==> config.mk <==
export PLATFORM = sky130hd
export DESIGN_NAME = fifo_wr_arbiter
export DESIGN_NICKNAME = d
export VERILOG_FILES = /design/src/rtl/fifo_wr_arbiter.sv
export SDC_FILE = /design/constraint.sdc
export NUM_CORES = 1
export LEC_CHECK = 0
export BUFFER_PORTS_ARGS = -buffer_cell sky130_fd_sc_hd__buf_2
export CAP_MARGIN = 10
export CORE_MARGIN = 5
export CORE_UTILIZATION = 35
export CTS_BUF_LIST = sky130_fd_sc_hd__clkbuf_4
export DETAILED_ROUTE_END_ITERATION = 12
export PLACE_DENSITY_LB_ADDON = 0.05
export SYNTH_ARGS = -nofsm -noshare
export SYNTH_HDL_FRONTEND = slang
export SYNTH_SLANG_ARGS = --single-unit
==> constraint.sdc <==
create_clock -name clk -period 1.8 [get_ports clk]
set_input_delay 0 -clock clk [delete_from_list [all_inputs] [get_ports clk]]
set_output_delay 0 -clock clk [all_outputs]
set_load 0.05 [all_outputs]
==> src/rtl/fifo_wr_arbiter.sv <==
// Round-robin arbiter sharing one FIFO write port among NUM_REQ valid/ready producers.
// Each grant lasts at most BURST_MAX beats; one idle bubble separates consecutive grants.
module fifo_wr_arbiter #(
    parameter int unsigned WIDTH     = 32,
    parameter int unsigned NUM_REQ   = 4,
    parameter int unsigned BURST_MAX = 4
) (
    input  logic                       clk,
    input  logic                       reset,
    input  logic [NUM_REQ-1:0]         req_valid,
    input  logic [NUM_REQ*WIDTH-1:0]   req_data,
    output logic [NUM_REQ-1:0]         req_ready,
    input  logic                       fifo_full,
    output logic                       w_valid,
    output logic [WIDTH-1:0]           data_in,
    output logic [$clog2(NUM_REQ)-1:0] grant_id,
    output logic                       busy
);

    localparam int unsigned IdW  = $clog2(NUM_REQ);
    localparam int unsigned CntW = $clog2(BURST_MAX + 1);
    localparam logic [CntW-1:0] LastBeat = CntW'(BURST_MAX - 1);
    localparam logic [IdW-1:0]  LastId   = IdW'(NUM_REQ - 1);

    typedef enum logic [0:0] {StIdle, StGrant} state_e;

    state_e          state_q, state_d;
    logic [IdW-1:0]  owner_q, owner_d;
    logic [IdW-1:0]  rr_ptr_q, rr_ptr_d;
    logic [CntW-1:0] beat_cnt_q, beat_cnt_d;

    logic            pick_found;
    logic [IdW-1:0]  pick_idx;
    int unsigned     scan_idx;
    logic            owner_valid;

    // First requester strictly after the last released owner, wrapping around.
    always_comb begin
        pick_found = 1'b0;
        pick_idx   = '0;
        scan_idx   = 0;
        for (int unsigned i = 1; i <= NUM_REQ; i++) begin
            scan_idx = (32'(rr_ptr_q) + i) % NUM_REQ;
            if (!pick_found && req_valid[IdW'(scan_idx)]) begin
                pick_found = 1'b1;
                pick_idx   = IdW'(scan_idx);
            end
        end
    end

    assign owner_valid = req_valid[owner_q];
    assign grant_id    = owner_q;
    assign busy        = (state_q == StGrant);

    always_comb begin
        req_ready = '0;
        w_valid   = 1'b0;
        data_in   = '0;
        if (state_q == StGrant) begin
            req_ready[owner_q] = !fifo_full;
            w_valid            = owner_valid && !fifo_full;
            if (w_valid) begin
                data_in = req_data[32'(owner_q) * WIDTH +: WIDTH];
            end
        end
    end

    always_comb begin
        state_d    = state_q;
        owner_d    = owner_q;
        rr_ptr_d   = rr_ptr_q;
        beat_cnt_d = beat_cnt_q;
        unique case (state_q)
            StIdle: begin
                if (pick_found) begin
                    owner_d    = pick_idx;
                    beat_cnt_d = '0;
                    state_d    = StGrant;
                end
            end
            StGrant: begin
                // A full FIFO freezes the grant, even if the owner withdraws.
                if (!fifo_full) begin
                    if (!owner_valid || beat_cnt_q == LastBeat) begin
                        state_d  = StIdle;
                        rr_ptr_d = owner_q;
                    end else begin
                        beat_cnt_d = beat_cnt_q + 1'b1;
                    end
                end
            end
            default: state_d = StIdle;
        endcase
    end

    always_ff @(posedge clk) begin
        if (reset) begin
            state_q    <= StIdle;
            owner_q    <= '0;
            rr_ptr_q   <= LastId;
            beat_cnt_q <= '0;
        end else begin
            state_q    <= state_d;
            owner_q    <= owner_d;
            rr_ptr_q   <= rr_ptr_d;
            beat_cnt_q <= beat_cnt_d;
        end
    end

endmodule

Yosys cells after proc, flatten, opt, wreduce, memory -nomap -nowiden --
Cells that the tools add are included.
Word-level totals: output and inout bits 40, input port bits 135, flip-flop bits (word level) 8, word-level logic and storage cells 69
Operators by class: muxes and demuxes 32, add/sub/neg operators 5, reductions and logical operators 14, shift-type cells 1, order comparisons 6, eq/ne operators 4, bitwise logic cells 3
Operators with widths (count):
- $shiftx 128x8->32 | 1
- $mux 32 | 2
- $lt 2x3->1 const B | 5
- $mux 1 | 14
- $bmux 1 s2 | 5
- $mux 3 | 3
- $mux 2 | 4
- $ne 2x2->1 const B | 3
- $pmux 3 s2 | 1
- $reduce_and 3->1 | 2
- $logic_and 1x1->1 | 5
- $logic_not 1->1 | 5
- $add 2x1->2 const B | 2
- $add 2x2->2 const B | 2
- $and 4x4->4 | 1
- $mux 4 | 1
- $add 3x1->3 const B | 1
- $eq 3x2->1 const B | 1
- $demux 1 s2 | 1
- $ge 2x1->1 const B | 1
- $not 1->1 | 2
- $pmux 1 s2 | 1
- $reduce_and 2->1 | 1
- $logic_or 1x1->1 | 1

Longest topological paths before layout --
Gate-level depths: netlist of the first run.
depth after elaboration 15, gate-level depth with buffers 6, mapped depth without buffers 6

Worst setup path after synthesis of the first run --
Ideal clock, no wire load.
kind register to output, from register owner_q[1] (netlist: grant_id[1]), to output port data_in[17], required time 1.800 ns, path buffers 2, setup slack -0.334 ns, stages on the path, launching flop included 5, arrival 2.134 ns, cell sequence dfxtp_1 > buf_2 > buf_2 > mux4_2 > nor2b_1
On the way: word-level cells in the longest chain between the ends 5, elaborated cells between the ends (all ways) 6, those cells by class 1 x shift; 4 x mux; 1 x reduce/logical
RTL lines:
- start, declared | RTL line 28 | logic [IdW-1:0] owner_q, owner_d;
- start signal, assigned | RTL line 104 | owner_q <= owner_d;
- branches (longest 3 deep; another with $shiftx 128x8->32)
- $mux 32 * | RTL line 62 | if (w_valid) begin
- $mux 32 * | RTL line 59 | if (state_q == StGrant) begin
- end, declared | RTL line 15 | output logic [WIDTH-1:0] data_in,
Mark *: on every way between the ends. The select of a mux whose other input is x is not followed.

Worst setup path after layout of the first run --
from register owner_q[0] (netlist: grant_id[0]), to output port data_in[2]
Same word-level chain as after synthesis.

==> results of run 1 <==
==> Yosys cell counts (all sizes together) <==
cell     count
a2111o       1
a211o        2
a211oi       1
a21oi        5
a311oi       1
a31o         1
and2b        1
and3         1
and4b        1
buf         10
clkbuf       3
clkinv       1
dfxtp        8
ha           2
inv          1
mux2         2
mux2i        1
mux4        32
nand2        8
nand2b       7
nand3        1
nor2        13
nor2b       32
nor3         4
nor3b        1
o211ai       1
o21a         2
o22ai        1
o2bb2ai      1
o31ai        1
or3          1
==> state kept, by name (all words and copies together) (netlist names) <==
signal	flops
rr_ptr_q	2
busy	1
beat_cnt_q	3
grant_id	2
==> kinds of logic (layout without fill, tap and decap cells) <==
group	after synthesis	in the layout	synth area share
AO/OA/AOI/OAI	17	17	0.09767
adder cells (fa/ha/maj)	2	2	0.01614
buffers and inverters	15	187	0.04600
flip-flops	8	8	0.1033
multiplexers	35	35	0.4883
AND/OR/NAND/NOR	70	70	0.2486
==> power by group through the flow <==
stage | logic, W | clock network, W | registers [W]
final | 0.000974 | 0.000133 | 0.000216
after detailed placement | 0.000965 | 0 | 0.000216
after floorplan | 0.000661 | 0 | 0.000242
after global routing | 0.00105 | 0.000148 | 0.000220
after CTS | 0.000967 | 0.000139 | 0.000213
after global placement | 0.000957 | 0 | 0.000215
==> repair_timing <==
| action | 4_1_cts | 5_1_grt |
|---|---|---|
| setup endpoints to repair | 0 | 31 |
| setup buffers | 0 | 0 |
| gates resized for setup | 0 | 4 |
==> metrics by stage <==
stage / std cells / area (µm²)
after global routing: 371 / 2653
after CTS: 370 / 2616
after floorplan: 147 / 1637
final: 371 / 2653
after detailed placement: 367 / 2594
after global placement: 367 / 2594
==> final timing paths <==
| kind | from | to | slack [ns] | cells after the start |
|---|---|---|---|---|
| hold / removal | reset | grant_id[0] | 0.06 | 2 |
| setup reg to reg | beat_cnt_q[0] | beat_cnt_q[0] | 0.18 | 6 |
| hold reg to reg | beat_cnt_q[1] | beat_cnt_q[1] | 0.49 | 1 |
| setup / recovery | grant_id[0] | data_in[2] | 0.09 | 4 |
==> per-layer routing <==
metal	global-route usage	vias up
met5	0	-
met4	0.02448	0
met3	0.04019	4
met2	0.3630	84
met1	0.2476	910
li1	-	917
==> cell usage in the layout (no fill, tap or decap), types with 2 or more instances in the layout <==
master    Yosys  final
a211o_1       2      2
a21oi_1       4      4
buf_12        0      2
buf_2         9    174
buf_4         1      4
clkbuf_4      0      3
dfxtp_1       8      6
ha_1          2      2
mux4_2       32     32
nand2_1       8      8
nand2b_1      7      7
nor2_1       13     13
nor2b_1      32      3
nor2b_2       0     28
nor3_1        4      3
o21a_1        2      2
==> worst max-delay path, cell delays in order (launching register included) <==
cell and delay, ns:
dfxtp_4 0.39, buf_12 0.17, mux4_2 0.53, nor2b_2 0.16
buf_2 0.21
==> area by class of cell <==
type	instances	area share
multi-input combinational	124	0.5321
clock buffer	3	0.008491
sequential	8	0.06226
timing repair buffer	182	0.3698
inverter	2	0.002830
tap	52	0.02453
==> run summary, run 1 <==
final setup margin - 0.09362 ns
share of layout cells above drive strength 1 - 0.7994
Core Util, Final - 0.6134
multi-input logic area - 0.001411 mm²
Pwr Density - 498.8 mW/mm²
outcome - complete, no violations
CTS Hold Bufs - 0
Register Area - 165.2 µm²
CP endpoint kind - output pin
met3 WL - 438 µm
largest net degree at the start of global routing - 34
top cells by area, synth - mux4_2 (46%), nor2b_1 (13%), dfxtp_1 (10%), nor2_1 (3.1%), buf_2 (2.9%)
Worst Setup Start Kind - flip-flop
Final min period - 1.706 ns
Seq cells post-synth - 8
detailed-placement wirelength estimate - 5212 µm
drt drc - 0
Ant. Diodes - 0
Critical Path RT - 1.80 ns
Setup Skew - 0.0001945 ns
WHS - 0.05749 ns
Initial DRC Count - 61
CTS sink count - 8
io pins - 175
drt wl/cell - 16.43 µm
period utilization - 0.9480
leak pwr - 1.314 nW
highest routed metal layer - met4
Least-Margin Pin Slew - 0.4066 ns
Die Height - 76.55 µm
switching power - 0.0005568 W
Avg Cell Area, Syn - 10.55 µm²
Area growth syn-to-layout - 71.11%
Final Wtd Congestion - 0.8258
drt first pass iters - 4
TNS Setup - 0 ns
post-route ant nets - 0
RSZ-0062 raised after global routing - no
GRT overflow - 0
Root Driver - clkbuf_4
clock-pin slew on the worst setup and hold paths - 0.05 ns
sequential area share after synthesis - 0.1033
CTS tree - yes
CP Max Fanout - 12
number of global-route vias before repair - 1925
total CTS buffers - 3
Worst Hold Class - in -> reg
Row Count - 24
starting density of the core - 0.3585
latest clock arrival within the worst-skew pair - 0.25 ns
Vias - 1915
first-pass GRT wire length - 9770 µm
core box area - 0.004324 mm²
maxcap violations - 0
global router's overall resource usage - 0.1995
Comb pwr share - 0.736
CP Data Arrival Time - 1.71 ns
Hold Violations, Final - 0
WL final - 6096 µm
Slew Viols, Final - 0
maximum buffer depth of the clock tree - 2
fmax - 0.5860 GHz
Rel. slew slack - 0.7289
Reg power frac - 0.163
clock share of power - 0.101
Syn Std Cell Area - 0.001550 mm²
routed vias/inst - 5.162
CTS H-tree depth - 1
die width - 76.55 µm
peak supply drop - 0.3659 mV
Net Count, Synth - 284
Synth cell types - 34
met2 wire len - 3373 µm
# setup viols final - 0
die footprint - 0.005860 mm²
post-synth top area share - 0.4649
pre-CTS setup slack - 0.1622 ns
Synth area leader - mux4_2
critical path class - reg -> out
Fill cells - 390
Met1 Wirelength - 2258 µm
power consumption - 0.001323 W
sw frac - 0.4208
Internal - 0.0007664 W
PortBufs - 174
# nets final - 458
Post-Syn Instances - 147
initial antenna violation count - 0
Synth Warn # - 0
Note: power is estimated with default switching activity, not from simulation.
==> inputs of run 2 (changes only) <==
- REMOVE_ABC_BUFFERS: unset -> 1
==> run summary, run 2 (same netlist as run 1, synthesis figures left out) <==
outcome - complete, no violations
clock-pin slew on the worst setup and hold paths - 0.06 ns
Ant. Diodes - 0
CTS tree - yes
Least-Margin Pin Slew - 0.4023 ns
die width - 76.55 µm
maxcap violations - 0
most frequent cells in the layout - buf_2 (174), mux4_2 (32), nor2b_1 (32)
largest net degree at the start of global routing - 21
period utilization - 0.9524
Slew Viols, Final - 0
initial antenna violation count - 0
CP endpoint kind - output pin
Rel. slew slack - 0.7318
Worst Setup Start Kind - flip-flop
fmax - 0.5833 GHz
Critical Path RT - 1.80 ns
post-cts resize count - 0
pre-CTS setup slack - 0.1748 ns
drt drc - 0
routed vias/inst - 5.130
Root Driver - clkbuf_4
delay-heaviest family, CP - multiplexers
Die Height - 76.55 µm
drt wl/cell - 17.21 µm
Core Util, Final - 0.5830
GRT overflow - 0
global router's overall resource usage - 0.2119
CTS sink count - 8
power consumption - 0.001275 W
Final min period - 1.714 ns
leak pwr - 1.261 nW
WHS - 0.04374 ns
peak supply drop - 0.3585 mV
post-route ant nets - 0
Area growth syn-to-layout - 62.63%
PortBufs - 174
RSZ-0062 raised after global routing - no
critical path class - reg -> out
most common cell after layout, fill and taps aside - buf_2
CP Data Arrival Time - 1.71 ns
Initial DRC Count - 55
Post CTS Setup Buffer Count - 0
CP Max Fanout - 16
detailed-placement wirelength estimate - 5497 µm
WL final - 6369 µm
Vias - 1898
# setup viols final - 0
final setup margin - 0.08574 ns
Worst Hold Class - in -> reg
core box area - 0.004324 mm²
FF-to-FF setup slack - 0.19 ns
max reg flops - 3
Hold Violations, Final - 0
Pwr Density - 505.9 mW/mm²
total CTS buffers - 3
slowest stage delay, CP - 0.52 ns
io pins - 175
first-pass GRT wire length - 9970 µm
die footprint - 0.005860 mm²
starting density of the core - 0.3585
Final Wtd Congestion - 0.7983
crit-path cells - buf_6 -> mux4_2 -> nor2b_1 -> buf_2
latest clock arrival within the worst-skew pair - 0.26 ns
CP bufs+invs - 2
maximum buffer depth of the clock tree - 2
Row Count - 24
# nets final - 457
drt first pass iters - 4
TNS Setup - 0 ns
number of global-route vias before repair - 1896
share of layout cells above drive strength 1 - 0.7075
CTS Hold Bufs - 0
CTS H-tree depth - 1
most flop-heavy register - beat_cnt_q
Crit-path slowest cell - mux4_2
Setup Skew - 0.0005761 ns
## run 2: per-layer routing
layer | vias up | wire length (µm) | GRT usage | share of wire
met5 | - | 0 | 0 | 0
met4 | 0 | 200 | 0.08566 | 0.031
met3 | 17 | 411 | 0.04846 | 0.065
met2 | 76 | 3390 | 0.3836 | 0.53
met1 | 896 | 2367 | 0.2364 | 0.37
li1 | 909 | - | - | -
## run 2: path summary, 6_finish.rpt
path,start,endpoint,depth (start not counted)
hold reg to reg,beat_cnt_q[1],beat_cnt_q[1],1
hold / removal,reset,grant_id[0],2
setup reg to reg,beat_cnt_q[0],beat_cnt_q[0],6
setup / recovery,grant_id[0],data_in[12],4
## run 2: cell type report
class                           count  area (µm²)
Clock buffer                        3       22.52
Fill cell                         418        1803
Inverter                            2       7.507
Multi-Input combinational cell    124        1324
Sequential cell                     8       162.7
Tap cell                           52       65.06
Timing Repair Buffer              181       939.7
## run 2: report_power, final
group	internal (W)	total (W)	switching [W]	leakage [nW]
logic	0.000456	0.000916	0.000460	1.18
registers	0.000193	0.000213	0.0000199	0.0662
clock network	0.0000769	0.000146	0.0000694	0.0138
total	0.000726	0.00128	0.000550	1.26
## run 2: worst register-to-register path: cells and delay by family, from the launching register on
kind	cells	cell delay [ns]
AO/OA/AOI/OAI	1	0.20
adder cells (fa/ha/maj)	2	0.37
flip-flops	1	0.32
multiplexers	1	0.31
AND/OR/NAND/NOR	2	0.30
## run 2: through the flow
stage	cell area (µm²)	cells
after global placement	2490	367
final	2521	370
after CTS	2512	370
after floorplan	1486	134
after detailed placement	2490	367
after global routing	2521	370
==> inputs of run 3 (changes only) <==
==> constraint.sdc (replaced) <==
create_clock -name clk -period 1.8 [get_ports clk]
set_input_delay 0.18 -clock clk [delete_from_list [all_inputs] [get_ports clk]]
set_output_delay 0.18 -clock clk [all_outputs]
set_load 0.05 [all_outputs]
==> run summary, run 3 (same netlist as run 1, synthesis figures left out) <==
period utilization - 1.031
io pins - 175
CP Max Fanout - 8
Final min period - 1.856 ns
outcome - finished, violations left
Critical Path RT - 1.62 ns
CTS tree - yes
Vias - 2029
Slew Viols, Final - 0
final setup margin - -0.05573 ns
maxcap violations - 0
drt first pass iters - 4
multi-input logic area - 0.001384 mm²
DP Cell Count - 366
PortBufs - 174
Final Wtd Congestion - 0.8561
Register Area - 168.9 µm²
CTS H-tree depth - 1
Setup Skew - 0.002562 ns
CTS sink count - 8
CTS Hold Bufs - 0
die width - 76.55 µm
Row Count - 24
WHS - 0.2256 ns
most common cell after layout, fill and taps aside - buf_2
CP Data Arrival Time - 1.68 ns
largest net degree at the start of global routing - 36
# setup viols final - 31
initial antenna violation count - 1
Area growth syn-to-layout - 95.56%
failing checks - setup timing
most frequent cells in the layout - buf_2 (141), mux4_2 (32), buf_6 (30)
pre-CTS setup slack - 0.1537 ns
drt drc - 0
Rel. slew slack - 0.7399
clock-pin slew on the worst setup and hold paths - 0.06 ns
power consumption - 0.001491 W
Die Height - 76.55 µm
final instance area - 0.003032 mm²
Fill cells - 333
number of global-route vias before repair - 1985
maximum buffer depth of the clock tree - 2
Placed Area - 0.002520 mm²
share of layout cells above drive strength 1 - 0.7515
routed vias/inst - 5.298
Hold Violations, Final - 0
most flop-heavy register - beat_cnt_q
core box area - 0.004324 mm²
Worst Setup Start Kind - flip-flop
# nets final - 469
max reg flops - 3
post-route ant nets - 0
starting density of the core - 0.3585
first-pass GRT wire length - 10630 µm
detailed-placement wirelength estimate - 5570 µm
leak pwr - 1.434 nW
Root Driver - clkbuf_4
Initial DRC Count - 71
total CTS buffers - 3
CP endpoint kind - output pin
latest clock arrival within the worst-skew pair - 0.25 ns
global router's overall resource usage - 0.2235
GRT overflow - 0
peak supply drop - 0.5314 mV
critical path class - reg -> out
WL final - 7483 µm
drt wl/cell - 19.54 µm
Finished Layout Cells - 383
fmax - 0.5389 GHz
Worst Hold Class - in -> reg
Least-Margin Pin Slew - 0.3902 ns
die footprint - 0.005860 mm²
RSZ-0062 raised after global routing - yes
Pwr Density - 491.8 mW/mm²
run 3: repair_timing:
| action | CTS | global route |
|---|---|---|
| hold endpoints to repair | 0 | 0 |
| gates resized for setup | 70 | 27 |
| cloned | 2 | 4 |
| setup endpoints to repair | 33 | 33 |
| buffers inserted | 3 | 6 |
run 3: report_power, final:
part / total (W) / switching, W / internal [W]
Sequential: 0.000219 / 0.0000254 / 0.000194
Clock: 0.000137 / 0.0000605 / 0.0000763
Combinational: 0.00114 / 0.000521 / 0.000614
Total: 0.00149 / 0.000607 / 0.000884
run 3: worst paths after layout:
kind            startpoint            end  slack (ns)  cells past startpoint
max            grant_id[1]    data_in[23]       -0.06                      6
min                  reset    grant_id[1]        0.23                      2
max reg2reg  beat_cnt_q[0]  beat_cnt_q[0]        0.17                      6
min reg2reg  beat_cnt_q[1]  beat_cnt_q[1]        0.49                      1
run 3: final cells by class:
cell class | instances | area share
multi-input combinational | 124 | 0.4565
timing repair buffer | 193 | 0.4548
sequential | 8 | 0.05572
tap | 52 | 0.02146
clock buffer | 3 | 0.007429
inverter | 2 | 0.003302
antenna | 1 | 0.0008254
run 3: worst max-delay path, cell delays in order (launching register included):
cell and delay [ns]:
dfxtp_4 0.37, mux2_4 0.33, o211ai_4 0.18, buf_12 0.16, clkbuf_16 0.16, nor2b_1 0.06, buf_6 0.15
run 3: per-layer routing:
metal / global-route usage / share of wire / vias to the layer above
li1: - / - / 944
met1: 0.2688 / 0.35 / 970
met2: 0.4135 / 0.56 / 105
met3: 0.03664 / 0.070 / 10
met4: 0.04720 / 0.015 / 0
met5: 0 / 0 / -
run 3: through the flow:
stage	util	TNS [ns]
final	0.7011	-0.9483
after global routing	0.7011	-2.505
after CTS	0.6577	-1.273
after detailed placement	0.5828	0
after global placement	0.5828	0
after floorplan	-	-78.99
